===== src/rtl/cpu_mc_pkg.sv =====
// cpu_mc_pkg: shared states and constants for the multi-cycle sequencer
package cpu_mc_pkg;
  typedef enum logic [2:0] {BOOT, FETCH, DECODE, EXEC, MEM, WB, TRAP} state_t;
  localparam logic [1:0] WBSEL_ALU = 2'd0;
  localparam logic [1:0] WBSEL_PC4 = 2'd1;
  localparam logic [1:0] WBSEL_LOAD = 2'd2;
  localparam logic [31:0] NOP_INSN = 32'h0000_0013;
endpackage


===== src/rtl/mem_wait_timer.sv =====
// mem_wait_timer: counts un-acked request cycles, expires on the TIMEOUT-th one
module mem_wait_timer #(
  parameter int TIMEOUT = 255
) (
  input  logic clk,
  input  logic reset,
  input  logic clr,
  input  logic en,
  output logic expired
);
  localparam int W = TIMEOUT > 0 ? $clog2(TIMEOUT + 1) : 1;
  logic [W-1:0] count;
  always_ff @(posedge clk or posedge reset)
    if (reset) count <= '0;
    else if (clr) count <= '0;
    else if (en) count <= count + 1'b1;
  // fires in the cycle whose increment brings count to TIMEOUT; constant-false when disabled
  assign expired = (TIMEOUT != 0) && en && count == W'(TIMEOUT - 1);
endmodule


===== src/rtl/cpu_mc_ctrl.sv =====
// cpu_mc_ctrl: multi-cycle RV32I sequencer with req/ack memory ports and wait-state trap
module cpu_mc_ctrl
  import cpu_mc_pkg::*;
#(
  parameter int XLEN = 32,
  parameter int ADDR_W = 32,
  parameter logic [ADDR_W-1:0] RESET_PC = '0,
  parameter int TIMEOUT = 255
) (
  input  logic              clk,
  input  logic              reset,
  output logic              imem_req,
  output logic [ADDR_W-1:0] imem_addr,
  input  logic              imem_ack,
  input  logic [31:0]       imem_rdata,
  output logic [31:0]       ir,
  input  logic              dec_jmpe,
  input  logic              dec_br_taken,
  input  logic              dec_we,
  input  logic              dec_ld,
  input  logic              dec_st,
  input  logic [1:0]        dec_wbsel,
  input  logic [XLEN-1:0]   alu_res,
  input  logic [XLEN-1:0]   rs2_data,
  output logic              dmem_req,
  output logic              dmem_we,
  output logic [ADDR_W-1:0] dmem_addr,
  output logic [XLEN-1:0]   dmem_wdata,
  input  logic              dmem_ack,
  input  logic [XLEN-1:0]   dmem_rdata,
  output logic              rf_we,
  output logic [XLEN-1:0]   rf_wdata,
  output logic [ADDR_W-1:0] pc,
  output logic [ADDR_W-1:0] pc_next,
  output logic              retire,
  output logic              trap
);
  state_t state, state_nx;
  logic [XLEN-1:0] alu_q, st_q, ld_q;
  logic [ADDR_W-1:0] target;
  logic jump, mis, fetch_ack, mem_ack, expired;
  assign pc_next = pc + ADDR_W'(4);
  assign imem_req = state == FETCH;
  assign imem_addr = pc;
  assign dmem_req = state == MEM;
  assign dmem_we = dmem_req & dec_st;
  assign dmem_addr = alu_q[ADDR_W-1:0];
  assign dmem_wdata = st_q;
  assign fetch_ack = imem_req & imem_ack;
  assign mem_ack = dmem_req & dmem_ack;
  assign jump = dec_jmpe | dec_br_taken;
  assign target = {alu_q[ADDR_W-1:1], 1'b0};
  assign mis = jump & target[1];
  assign retire = state == WB;
  assign rf_we = retire & dec_we & ~dec_st & ~mis;
  assign rf_wdata = dec_wbsel == WBSEL_PC4 ? XLEN'(pc_next) :
                    dec_wbsel == WBSEL_LOAD ? ld_q : alu_q;
  assign trap = state == TRAP;
  // timer sits at zero outside the two request states, so each request starts from zero
  mem_wait_timer #(.TIMEOUT(TIMEOUT)) u_timer (
    .clk(clk),
    .reset(reset),
    .clr(~(imem_req | dmem_req)),
    .en((imem_req & ~imem_ack) | (dmem_req & ~dmem_ack)),
    .expired(expired)
  );
  always_comb begin
    state_nx = state;
    case (state)
      BOOT:    state_nx = FETCH;
      FETCH:   state_nx = fetch_ack ? DECODE : expired ? TRAP : FETCH;
      DECODE:  state_nx = EXEC;
      EXEC:    state_nx = (dec_ld | dec_st) ? MEM : WB;
      MEM:     state_nx = mem_ack ? WB : expired ? TRAP : MEM;
      WB:      state_nx = mis ? TRAP : FETCH;
      default: state_nx = TRAP;
    endcase
  end
  always_ff @(posedge clk or posedge reset)
    if (reset) begin
      state <= BOOT;
      pc <= RESET_PC;
      ir <= NOP_INSN;
      alu_q <= '0;
      st_q <= '0;
      ld_q <= '0;
    end else begin
      state <= state_nx;
      if (fetch_ack) ir <= imem_rdata;
      if (state == EXEC) begin
        alu_q <= alu_res;
        st_q <= rs2_data;
      end
      if (mem_ack && dec_ld) ld_q <= dmem_rdata;
      if (retire && !mis) pc <= jump ? target : pc_next;
    end
endmodule

===== config.mk =====
export PLATFORM = sky130hd
export DESIGN_NAME = cpu_mc_ctrl
export DESIGN_NICKNAME = d
export VERILOG_FILES = /design/src/rtl/cpu_mc_pkg.sv /design/src/rtl/mem_wait_timer.sv /design/src/rtl/cpu_mc_ctrl.sv
export SDC_FILE = /design/constraint.sdc
export NUM_CORES = 1
export LEC_CHECK = 0
export CORE_AREA = 2 2 157 143
export DETAILED_ROUTE_END_ITERATION = 8
export DIE_AREA = 0 0 159 145
export GPL_TIMING_DRIVEN = 1
export PLACE_DENSITY = 0.76
export RECOVER_POWER = 100
export SKIP_CTS_REPAIR_TIMING = 1
export SYNTH_ARGS = -nofsm -noshare
export SYNTH_HDL_FRONTEND = slang
export SYNTH_HIERARCHICAL = 1
export SYNTH_SLANG_ARGS = --single-unit

===== constraint.sdc =====
create_clock -name clk -period 9.3 [get_ports clk]
set_input_delay 0.93 -clock clk [delete_from_list [all_inputs] [get_ports clk]]
set_output_delay 0.93 -clock clk [all_outputs]
set_load 0.05 [all_outputs]

==> reports/results.tsv, run 1 <==
stage	metric	value	unit
setup_path	crit_fanout	32	
timing	period_needed	6.04	ns
drt	antenna_left	0	
timing	fmax	166	MHz
placed_design	portBuffers	365	
setup_path	crit_required	8.37	ns
clock_tree	cts_tree	built	
drt	vias	7220	
clock_tree	insertion_delay	0.42	ns
clock_tree	cts_num_sinks	170	
power	sequentialPowerShare	27.0	%
logic_synthesis	postSynthAreaPerCell	11.3	um^2
setup_path	crit_arrival	5.11	ns
hold_path	min_path_cells	1	
global_route	grt_max_degree	88	
logic_synthesis	synth-edff-count	0	
drt	wl	27800	um
floorplanning	rows	51	
setup_path	worstSetupStartpointType	input pin	
drt	dr.pass1.iters	5	
global_route	grt_pass1_vias	7392	
drt	vias_per_cell	5.30	
timing	skew	0.0121	ns
floorplanning	pin_count	369	
floorplanning	dieArea	0.0231	mm^2
logic_synthesis	ys_types	57	
floorplanning	start_util	39.3	%
final_layout	nets	1198	
setup_path	slowest_stage	nand2_1	
logic_synthesis	netlist_instances	745	
power	switching_share	53.5	%
placed_design	dp_hpwl	20400	um
setup_path	endpoint_kind	output pin	
logic_synthesis	synth_warnings	6	
setup_path	critPathKind	in2out	
clock_tree	cts_buffer_depth	2	
flow_run	maxCapViolCount	7	
floorplanning	dieHeight	145	um
drt	drc	0	
clock_tree	cts-buffers-inserted	17	
timing	slew_headroom	-160	%
logic_synthesis	synth_seq_area_share	50.5	%
setup_path	crit_chain	clkdlybuf4s50_1, nand2b_1, nand2_1, o22a_1, o21a_1, dlygate4sd3_1	
timing	worst_pin_slew	3.88	ns
logic_synthesis	ys_seq_elements	170	
final_layout	syn_to_final_growth	49.5	%
drt	drtIter0Drc	560	
setup_path	cp_num_cells	6	
power	leakage	5.27	nW
clock_tree	cts-htree-levels	4	
setup_path	rr_worst_depth	3	
power	power.density	417	mW/mm^2
power	ir_drop	0.213	mV
final_layout	fin_cells	1363	
final_layout	drive_above_1_share	16.4	%
global_route	grt_pass1_wl	42900	um
timing	finalMaxSlewViolations	275	
global_route	antenna_found_initial	3	
logic_synthesis	synth_area	0.00843	mm^2
drt	detail_route.wl_per_cell	20.4	um
placed_design	place_congestion	0.848	
timing	rsz0062_at_grt	no	
power	p_int	0.00244	W
logic_synthesis	async_reset_ff_share	100	%
clock_tree	cts-root-buf	clkbuf_16	
global_route	grt_use_total	23.6	%
timing	hold_slack	0.499	ns
power	power_switching	0.00282	W
timing	fin_crit_sh	65.0	%
hold_path	hp-class	reg2reg	
timing	hold_viol_final	0	
run_status	status	finished, violations left	
floorplanning	core_area	0.0214	mm^2
timing	finalSetupViolCount	0	
global_route	grt_overflow	0	
floorplanning	die_w	159	um
timing	fin_ws	3.26	ns
setup_path	max_stage_delay	1.13	ns
timing	setup-tns-final	0	ns
setup_path	path_delay_family	simple AND/OR/NAND/NOR gates	
clock_tree	path_clk_slew	0.07	ns
logic_synthesis	ys.flop_type	dfrtp_1	
placed_design	placed_cells	1328	
power	clkPwrFrac	13.7	%
run_status	violations	capacitance limit, slew limit	
setup_path	path_buf_inv	2	
power	p_comb_share	59.3	%
placed_design	post-place-ws	4.04	ns
-- power groups by stage --
stage / Sequential (W) / Combinational, W / Clock [W]
CTS: 0.00144 / 0.00330 / 0.000732
global route: 0.00147 / 0.00323 / 0.000762
finish: 0.00142 / 0.00312 / 0.000720
global placement: 0.00143 / 0.00327 / 0
floorplan: 0.00226 / 0.00135 / 0
detailed placement: 0.00145 / 0.00329 / 0
-- sequential cells by signal, indices dropped and copies added, names as in the netlist --
register       flops
imem_addr         31
u_timer/count      8
dmem_wdata        32
dmem_addr         32
ir                32
ld_q              32
state              3
-- area by class of cell --
type,instances,area [um^2]
repair buffers,371,3690
clock inverters,15,176
multi-input cells,486,3650
fillers,1822,8840
well taps,291,364
inverters,10,38.8
flip-flops and latches,170,4260
diodes,3,7.51
clock buffers,17,425
-- placed cells by master, fill, tap and decap left out, types with 4 or more instances in the layout --
cell type / n
nor2_1: 54
o22a_1: 16
nand3_1: 12
inv_1: 8
mux2_2: 127
xnor2_1: 17
o21ai_0: 20
nand4_1: 15
nor4_1: 7
a2bb2oi_1: 12
and3_1: 12
o21a_1: 17
dfrtp_1: 167
nor3_1: 5
clkbuf_16: 17
nand2_1: 37
a21oi_1: 33
xor2_1: 15
dlygate4sd3_1: 228
inv_6: 4
o22ai_1: 30
or3_1: 4
o31ai_1: 4
nand2b_1: 4
clkdlybuf4s50_1: 137
-- per-stage QoR --
| stage | power [W] | area [um^2] | util [%] |
|---|---|---|---|
| 5_1_grt | 0.00547 | 12600 | 58.8 |
| 4_1_cts | 0.00547 | 12700 | 59.1 |
| 3_3_place_gp | 0.00470 | 12100 | 56.3 |
| 2_1_floorplan | 0.00360 | 8440 | - |
| 6_report | 0.00526 | 12600 | 58.8 |
| 3_5_place_dp | 0.00474 | 12100 | 56.3 |
-- path summary, 6_finish.rpt --
check / start / endpoint / slack, ns
max in group asynchronous: reset / dmem_addr[28]$_DFFE_PP0N_ / 4.93
worst max-delay path: dec_wbsel[0] / rf_wdata[30] / 3.26
worst min register to register: dmem_wdata[30]$_DFFE_PP0N_ / dmem_wdata[30]$_DFFE_PP0N_ / 0.50
worst max register to register: state[2]$_DFF_PP0_ / dmem_wdata[29]$_DFFE_PP0N_ / 5.39
min in group asynchronous: reset / u_timer/count[7]$_DFFE_PP0P_ / 0.96
worst min-delay path: dmem_wdata[30]$_DFFE_PP0N_ / dmem_wdata[30]$_DFFE_PP0N_ / 0.50
-- cells by family after synthesis --
kind of cell / share of synthesized area [%]
and+or+nand+nor: 11.0
DFF: 50.5
AOI/OAI and AO/OA: 11.8
muxes: 17.1
buffers and inverters: 5.83
xor gates and xnor gates: 3.32
adders and majority gates: 0.445
other: 0.0445
-- synthesized netlist by cell type, types with 4 or more instances --
cell type	instances	share of area, %
a21oi_1	33	2.0
xnor2_1	17	1.8
xor2_1	15	1.6
nor3_1	5	0.30
or3_1	4	0.30
o22ai_1	30	2.2
inv_1	9	0.40
clkbuf_1	38	1.7
nand4_1	14	1.0
buf_4	35	3.1
a2bb2oi_1	12	1.2
and3_1	12	0.89
nor4_1	4	0.30
o31ai_1	4	0.36
dfrtp_1	167	50
nand2b_1	4	0.30
o22a_1	16	1.7
nor2_1	55	2.4
mux2_2	127	17
o21ai_0	20	1.2
o21a_1	17	1.5
nand3_1	12	0.71
nand2_1	37	1.6
-- metal layers --
layer	vias up	share of wire [%]	global-route usage, %	wire length (um)
met5	-	0.043	0	12
met4	2	2.2	6.64	599
met3	47	9.4	8.86	2620
met2	349	49	39.9	13500
met1	3543	40	28.1	11000
li1	3279	-	-	-
No activity file was read; power rests on OpenSTA's default activity.
==> run 2, diff against run 1 <==
==> constraint.sdc (replaced) <==
create_clock -name clk -period 6.33 [get_ports clk]
set_input_delay 0.633 -clock clk [delete_from_list [all_inputs] [get_ports clk]]
set_output_delay 0.633 -clock clk [all_outputs]
set_load 0.05 [all_outputs]
==> run 2 against run 1 <==
Effect of this change: the run still ends with capacitance limit, slew limit left; combinational power increased by 47%; via count increased by 0.22%; non-clock buffer count unchanged; core utilization increased by 0.22 points; power increased by 48%; setup slack got worse by 2.0 ns; global-route usage increased by 0.56 points; sequential share of layout area decreased by 0.13 points.
==> reports/results.tsv, run 2 (synthesis results as in run 1) <==
stage	metric	value	unit
run_status	status	finished, violations left	
drt	detail_route.wl_per_cell	20.5	um
timing	fin_crit_sh	79.8	%
hold_path	min_path_cells	1	
timing	fmax	198	MHz
floorplanning	dieArea	0.0231	mm^2
global_route	use_met1	28.1	%
timing	finalMaxSlewViolations	282	
timing	worst_pin_slew	4.01	ns
global_route	busiest_layer	met2	
floorplanning	core_area	0.0214	mm^2
clock_tree	cts-buffers-inserted	17	
setup_path	slowest_stage	or2_0	
global_route	grt_use_total	24.1	%
setup_path	r2r_start	state[2]$_DFF_PP0_	
hold_path	hp-class	reg2reg	
timing	period_needed	5.05	ns
placed_design	place_congestion	0.827	
floorplanning	die_w	159	um
run_status	violations	capacitance limit, slew limit	
timing	hold_viol_final	0	
final_layout	final_common_cell	dlygate4sd3_1	
timing	slew_headroom	-167	%
global_route	met2_usage	41.2	%
floorplanning	pin_count	369	
global_route	grt_overflow	0	
global_route	antenna_found_initial	4	
clock_tree	cts_tree	built	
hold_path	min_to	ld_q[22]$_DFFE_PP0P_	
hold_path	worstHoldStart	ld_q[22]$_DFFE_PP0P_	
setup_path	worstSetupStartpointType	input pin	
placed_design	post-place-ws	1.66	ns
setup_path	crit_chain	dlygate4sd3_1, or2_0, nand2_1, nand2_1, nor3b_1, dlygate4sd3_1	
timing	setup-tns-final	0	ns
timing	rsz0062_at_grt	no	
final_layout	syn_to_final_growth	50.1	%
setup_path	max_stage_delay	1.30	ns
drt	dr.pass1.iters	5	
drt	antenna_left	0	
global_route	grt_pass1_vias	7493	
clock_tree	cts-root-buf	clkbuf_16	
final_layout	layout_common_cells	227 x dlygate4sd3_1, 167 x dfrtp_1, 138 x clkdlybuf4s50_1	
final_layout	multi_input_area	0.00368	mm^2
setup_path	critPathKind	in2out	
drt	wl	27900	um
drt	drtIter0Drc	381	
timing	fin_ws	1.28	ns
power	leakage	5.31	nW
global_route	grt_use_met3	9.38	%
setup_path	crit_fanout	28	
final_layout	nFillCells	1806	
setup_path	endpoint_kind	output pin	
timing	skew	0.0129	ns
clock_tree	path_clk_slew	0.07	ns
power	ir_drop	0.352	mV
drt	vias_per_cell	5.32	
setup_path	crit_required	5.70	ns
drt	drc	0	
final_layout	seq_area	0.00426	mm^2
global_route	grt_pass1_wl	43500	um
final_layout	drive_above_1_share	16.6	%
placed_design	portBuffers	365	
final_layout	nets	1198	
floorplanning	rows	51	
final_layout	fin_cells	1361	
clock_tree	cts_num_sinks	170	
timing	finalSetupViolCount	0	
placed_design	placed_cells	1328	
setup_path	rr_worst_depth	3	
power	power.density	614	mW/mm^2
setup_path	regToRegEndpoint	dmem_addr[29]$_DFFE_PP0N_	
floorplanning	dieHeight	145	um
global_route	grt_max_degree	105	
placed_design	dp_hpwl	20600	um
floorplanning	start_util	39.3	%
clock_tree	insertion_delay	0.42	ns
flow_run	maxCapViolCount	6	
setup_path	r2r_slack	2.40	ns
clock_tree	cts_buffer_depth	2	
clock_tree	cts-htree-levels	4	
setup_path	crit_arrival	4.42	ns
drt	vias	7236	
-- run 2: changes by cell type in the layout (fill, tap and decap cells not counted), sizes merged --
cell	change
clkdlybuf4s50	+1
clkinv	+2
clkinvlp	-3
diode	-2
dlygate4sd3	-1
inv	+1
-- run 2: layout make-up --
cell class	instances	area share, %
repair buffers	371	29.1
inverters	10	0.297
flip-flops and latches	170	33.7
clock buffers	17	3.36
multi-input cells	486	29.1
clock inverters	15	1.56
well taps	291	2.88
diodes	1	0.0198
-- run 2: critical path, delay by kind of cell --
kind,cells,cell delay (ns)
buffers and inverters,2,1.38
and+or+nand+nor,4,2.40
-- run 2: routing by layer --
metal	vias up	part of all wire [%]
li1	3277	-
met1	3610	39
met2	320	50
met3	25	9.3
met4	4	1.2
met5	-	0.097
-- run 2: where the power goes --
part	total [W]	leakage [nW]	internal (W)	switching, W
registers	0.00209	2.06	0.00157	0.000515
logic	0.00459	2.94	0.00145	0.00314
clock network	0.00109	0.304	0.000575	0.000510
-- run 2: through the flow --
step / cell area (um^2) / total power [W] / utilization [%] / hold slack [ns]
6_report: 12700 / 0.00777 / 59.0 / 0.501
4_1_cts: 12700 / 0.00808 / 59.2 / 0.501
3_5_place_dp: 12100 / 0.00697 / 56.3 / 0.486
5_1_grt: 12600 / 0.00810 / 59.0 / 0.508
3_3_place_gp: 12100 / 0.00691 / 56.3 / 0.480
2_1_floorplan: 8440 / 0.00529 / - / 0.449
-- run 2: worst max-delay path by stage --
stage | start | end | slack, ns | depth (start not counted)
4_1_cts | dec_wbsel[0] | rf_wdata[30] | 1.64 | 6
6_report | dec_br_taken | rf_we | 1.28 | 6
3_5_place_dp | dec_wbsel[0] | rf_wdata[30] | 1.66 | 6
3_3_place_gp | dec_wbsel[0] | rf_wdata[30] | 1.72 | 6
5_1_grt | reset | ld_q[16]$_DFFE_PP0P_ | 0.83 | 3
2_1_floorplan | reset | dmem_addr[0]$_DFFE_PP0N_ | 1.33 | 1
